`config.mk`:
```
export PLATFORM = sky130hd
export DESIGN_NAME = mdu_iterative
export DESIGN_NICKNAME = d
export VERILOG_FILES = /design/src/rtl/mdu_iterative.sv
export SDC_FILE = /design/constraint.sdc
export NUM_CORES = 1
export LEC_CHECK = 0
export ABC_AREA = 1
export ABC_CLOCK_PERIOD_IN_PS = 9640
export BUFFER_PORTS_ARGS = -buffer_cell sky130_fd_sc_hd__buf_2
export CAP_MARGIN = 20
export CORE_AREA = 2 2 287 175
export DETAILED_ROUTE_END_ITERATION = 10
export DIE_AREA = 0 0 289 177
export SLEW_MARGIN = 5
export SYNTH_ARGS = -nofsm -noshare
export SYNTH_HDL_FRONTEND = slang
export SYNTH_SLANG_ARGS = --single-unit
```
`constraint.sdc`:
```
create_clock -name clk -period 9.64 [get_ports clk]
set_clock_uncertainty 0.2 [all_clocks]
set_input_delay 1.928 -clock clk [delete_from_list [all_inputs] [get_ports clk]]
set_output_delay 1.928 -clock clk [all_outputs]
set_load 0.01 [all_outputs]
```
`src/rtl/mdu_iterative.sv`:
```
// Iterative multiply/divide unit with HI/LO result registers.
// Processes one bit per cycle: shift-add multiply and restoring divide behind a start/busy handshake.
module mdu_iterative #(
    parameter int WIDTH = 32
) (
    input  logic             clk,
    input  logic             reset,
    input  logic             start,
    input  logic [2:0]       op,
    input  logic [WIDTH-1:0] A,
    input  logic [WIDTH-1:0] B,
    input  logic             cancel,
    output logic             busy,
    output logic             done,
    output logic [WIDTH-1:0] HI,
    output logic [WIDTH-1:0] LO
);

    localparam int CW = ($clog2(WIDTH) + 1 > 6) ? $clog2(WIDTH) + 1 : 6;
    localparam logic [CW-1:0] LAST = CW'(WIDTH - 1);

    localparam logic [2:0] OP_MULT  = 3'b000;
    localparam logic [2:0] OP_MULTU = 3'b001;
    localparam logic [2:0] OP_DIV   = 3'b010;
    localparam logic [2:0] OP_DIVU  = 3'b011;
    localparam logic [2:0] OP_MTHI  = 3'b100;
    localparam logic [2:0] OP_MTLO  = 3'b101;

    typedef enum logic [1:0] {IDLE, RUN, FIX} state_t;

    state_t             state;
    logic [CW-1:0]      cnt;
    logic [WIDTH-1:0]   opnd;    // multiplicand (mult) or divisor (div)
    logic [2*WIDTH-1:0] acc;     // {product high, multiplier} or {unused, dividend/quotient}
    logic [WIDTH-1:0]   rem;
    logic               is_div;
    logic               psign;
    logic               rsign;
    logic               div0;

    logic               signed_op;
    logic [WIDTH-1:0]   a_mag;
    logic [WIDTH-1:0]   b_mag;
    logic [WIDTH:0]     mul_sum;
    logic [WIDTH:0]     div_shift;
    logic [WIDTH:0]     div_diff;
    logic               div_ge;
    logic [2*WIDTH-1:0] prod_fix;
    logic [WIDTH-1:0]   quo_fix;
    logic [WIDTH-1:0]   rem_fix;

    assign signed_op = ~op[0];

    // NOTE: every signal assigned here gets a value on every path, so no latch is inferred.
    always_comb begin
        a_mag     = (signed_op && A[WIDTH-1]) ? -A : A;
        b_mag     = (signed_op && B[WIDTH-1]) ? -B : B;
        mul_sum   = {1'b0, acc[2*WIDTH-1:WIDTH]} + (acc[0] ? {1'b0, opnd} : {(WIDTH+1){1'b0}});
        div_shift = {rem, acc[WIDTH-1]};
        div_diff  = div_shift - {1'b0, opnd};
        // Trial remainder is below twice the divisor, so bit WIDTH is the borrow.
        div_ge    = ~div_diff[WIDTH];
        prod_fix  = psign ? -acc : acc;
        quo_fix   = psign ? -acc[WIDTH-1:0] : acc[WIDTH-1:0];
        rem_fix   = rsign ? -rem : rem;
    end

    // NOTE: sequential state uses non-blocking assignments so all registers update together on the edge.
    always_ff @(posedge clk or posedge reset) begin
        if (reset) begin
            state  <= IDLE;
            cnt    <= '0;
            opnd   <= '0;
            acc    <= '0;
            rem    <= '0;
            is_div <= 1'b0;
            psign  <= 1'b0;
            rsign  <= 1'b0;
            div0   <= 1'b0;
            busy   <= 1'b0;
            done   <= 1'b0;
            HI     <= '0;
            LO     <= '0;
        end else begin
            done <= 1'b0;
            case (state)
                IDLE: begin
                    if (start && !cancel) begin
                        case (op)
                            OP_MTHI: HI <= A;
                            OP_MTLO: LO <= A;
                            OP_MULT, OP_MULTU, OP_DIV, OP_DIVU: begin
                                is_div <= op[1];
                                psign  <= signed_op & (A[WIDTH-1] ^ B[WIDTH-1]);
                                rsign  <= signed_op & A[WIDTH-1];
                                div0   <= op[1] & (B == '0);
                                if (op[1]) begin
                                    opnd <= b_mag;
                                    acc  <= {{WIDTH{1'b0}}, a_mag};
                                end else begin
                                    opnd <= a_mag;
                                    acc  <= {{WIDTH{1'b0}}, b_mag};
                                end
                                rem   <= '0;
                                cnt   <= '0;
                                busy  <= 1'b1;
                                state <= RUN;
                            end
                            default: ;
                        endcase
                    end
                end
                RUN: begin
                    if (cancel) begin
                        cnt   <= '0;
                        busy  <= 1'b0;
                        state <= IDLE;
                    end else begin
                        if (is_div) begin
                            acc <= {acc[2*WIDTH-1:WIDTH], acc[WIDTH-2:0], div_ge};
                            rem <= div_ge ? div_diff[WIDTH-1:0] : div_shift[WIDTH-1:0];
                        end else begin
                            acc <= {mul_sum, acc[WIDTH-1:1]};
                        end
                        if (cnt == LAST) begin
                            cnt   <= '0;
                            state <= FIX;
                        end else begin
                            cnt <= cnt + 1'b1;
                        end
                    end
                end
                FIX: begin
                    busy  <= 1'b0;
                    state <= IDLE;
                    if (!cancel) begin
                        done <= 1'b1;
                        if (!div0) begin
                            if (is_div) begin
                                HI <= rem_fix;
                                LO <= quo_fix;
                            end else begin
                                {HI, LO} <= prod_fix;
                            end
                        end
                    end
                end
                default: begin
                    busy  <= 1'b0;
                    state <= IDLE;
                end
            endcase
        end
    end

endmodule
```
==> run metrics <==
run status completed; clock share of power 0.273; P&R area growth vs syn 10.2%; Setup Buffers After CTS 0; initial drt markers 2,970; WL/cell 22.2 um; type of the worst setup path input port to flop; Post-Route WL 85,400 um; Max Root-Sink Buffers 3; CP Data Arrival Time 4.90 ns; H-tree Lvls 1; R2R setup slack 5.43 ns; Fin Hold WS 0.281 ns; Gate Count Post-Synth 3,116; post-placement worst setup slack 4.55 ns; Clock Latency Late Sink 0.58 ns; DR vias 22,384; Seq pwr share 0.355; design area 21,200 sq um; Reg2Reg Depth 15; clk slew on worst S/H paths 0.06 ns; worst hold path class flop to flop; die width 289 um; Die Y 177 um; worst setup margin 5.02 ns; Util after Layout 0.435; Nets 3,331; worst slew pin tran 1.03 ns; dpl hpwl 68,600 um; antenna violations before repair 6; endpoint class of the critical path flop; Worst Setup EP acc[49]$_DFFE_PP0P_; Tot GR Track Use 0.329; Yosys warning total 0; first-pass GRT wire length 127,000 um; DRC viols 0; max_cap viols 0; Logic pwr share 0.373; min Tclk post-route 4.62 ns; Yosys reg bits 206; RSZ-0062 raised after global routing false; f_max 0.216 GHz; P_int 1.99 mW; PwrDens 168 nW/um^2; vias in the first global route 20,558; Remaining Overflow, GRT 0; Die ar. 51,200 sq um; layout cells sized above 1 0.0912; clock sinks 206; Synth cell types 57; area share of the largest cell type after synthesis 0.268; top post-synthesis cells by area dfrtp_1 (27%), nand2_1 (17%), nand3_1 (9.0%); Hold Crit Start LO[23]$_DFFE_PP0P_; Crit Path Max Fanout 45; static leakage 10.8 nW; CP startpoint cancel; worst r2r src acc[0]$_DFFE_PP0P_; Site Rows 63; Pre-antenna DRT Iters 6; Syn Area/Cell 6.18 sq um; most frequent cells in the layout nand2_1 (864), nor2_1 (411), nand3_1 (348); TNS Setup 0 ns; Slew Limit Fails 0; CTS buffer count 24; worst vdd ir 130 uV; P_sw 1.58 mW; DR vias/cell 5.81; Slew headroom 0.311; CP Launch Type input port; routability cong. 1.02; cts repair resizes 0; Area after DPL 20,400 sq um; Root Buffer clkbuf_16; Synth Net Count 3,258; Synth Cell Area 19,200 sq um; CTS tree done; Final ANT Viol Nets 0; I/O Buffers 136; CP Data Required Time 9.92 ns; FF-to-FF End acc[53]$_DFFE_PP0P_; Starting Density 0.395; Sw Ratio 0.443; area leader, netlist dfrtp_1; Hold Fails Final Rpt 0; largest net degree at the start of global routing 93; core footprint 48,700 sq um; sequential-to-total area share from yosys stat 0.268; Setup Viol. Count Final 0; most common cell after layout, fill and taps aside nand2_1; I/O pins 137; hold buffer count at CTS 0; Tcrit/Tclk final 0.480
-- layer usage --
metal	global-route usage	up-vias	part of all wire
met5	0.0183	-	0.0018
met4	0.0814	4	0.029
met3	0.0960	156	0.13
met2	0.468	1187	0.40
met1	0.482	10605	0.44
li1	-	10432	-
-- worst min-delay path by stage --
stage	endpoint	slack, ns	cells past startpoint
2_1_floorplan	cnt[2]$_DFFE_PP0P_	0.25	1
3_3_place_gp	LO[4]$_DFFE_PP0P_	0.27	2
3_5_place_dp	LO[4]$_DFFE_PP0P_	0.27	2
4_1_cts	cnt[2]$_DFFE_PP0P_	0.28	1
5_1_grt	LO[20]$_DFFE_PP0P_	0.30	2
6_report	LO[23]$_DFFE_PP0P_	0.28	2
-- registers in the layout, summed over array words and instances (netlist names) --
signal,flops
state,2
HI,32
acc,64
busy,1
div0,1
rem,32
psign,1
LO,32
opnd,32
rsign,1
cnt,6
done,1
is_div,1
-- cells in the mapped netlist, drive strengths merged --
master / instances
o22ai: 20
and3: 1
nand2: 890
o41ai: 1
or2: 15
o221ai: 11
o21a: 2
nor4: 4
dfrtp: 206
nor2: 433
ha: 69
a21oi: 172
a31oi: 27
fa: 2
nand2b: 1
a22oi: 24
o211ai: 30
nor3: 37
o21ai: 178
and2: 2
xor2: 37
xnor2: 18
o31ai: 4
buf: 55
clkbuf: 52
nand4: 45
inv: 352
nor3b: 1
a221oi: 29
o21bai: 7
a21boi: 2
a21o: 6
nand3b: 20
nand3: 363
-- layout make-up --
class | instances | area (sq um)
clock inverter | 7 | 90.1
sequential | 206 | 5160
fill | 5342 | 27500
tap | 650 | 813
antenna | 1 | 2.50
timing repair buffer | 154 | 836
multi-input combinational | 2451 | 12300
clock buffer | 33 | 676
inverter | 352 | 1330
-- kinds of logic after synthesis --
kind of cell / synth area share
compound gates: 0.157
xor+xnor: 0.0250
simple gates: 0.409
flops: 0.268
fa+ha+maj: 0.0469
buf+inv: 0.0941
-- power by group through the flow --
stage          combinational, mW  clock (mW)  sequential [mW]
2_1_floorplan              0.844           0             1.19
3_3_place_gp                1.28           0             1.26
3_5_place_dp                1.30           0             1.27
4_1_cts                     1.30       0.967             1.25
5_1_grt                     1.47        1.00             1.27
6_report                    1.33       0.973             1.27
-- metrics by stage --
stage	std cells	total power, mW
after CTS	3853	3.52
after global routing	3853	3.75
after floorplan	3116	2.03
after global placement	3812	2.55
final	3854	3.57
after detailed placement	3813	2.56
-- worst max-delay path: stages --
cell and delay, ns:
buf_2 0.13, inv_2 0.06, nand2_1 0.07, or2_4 0.26, nor2_8 0.45, nor2_4 0.05
buf_4 0.29, inv_2 0.40, nand2_1 0.44, inv_2 0.50, o21ai_1 0.13, o22ai_1 0.13
No activity file was read; power rests on OpenSTA's default activity.
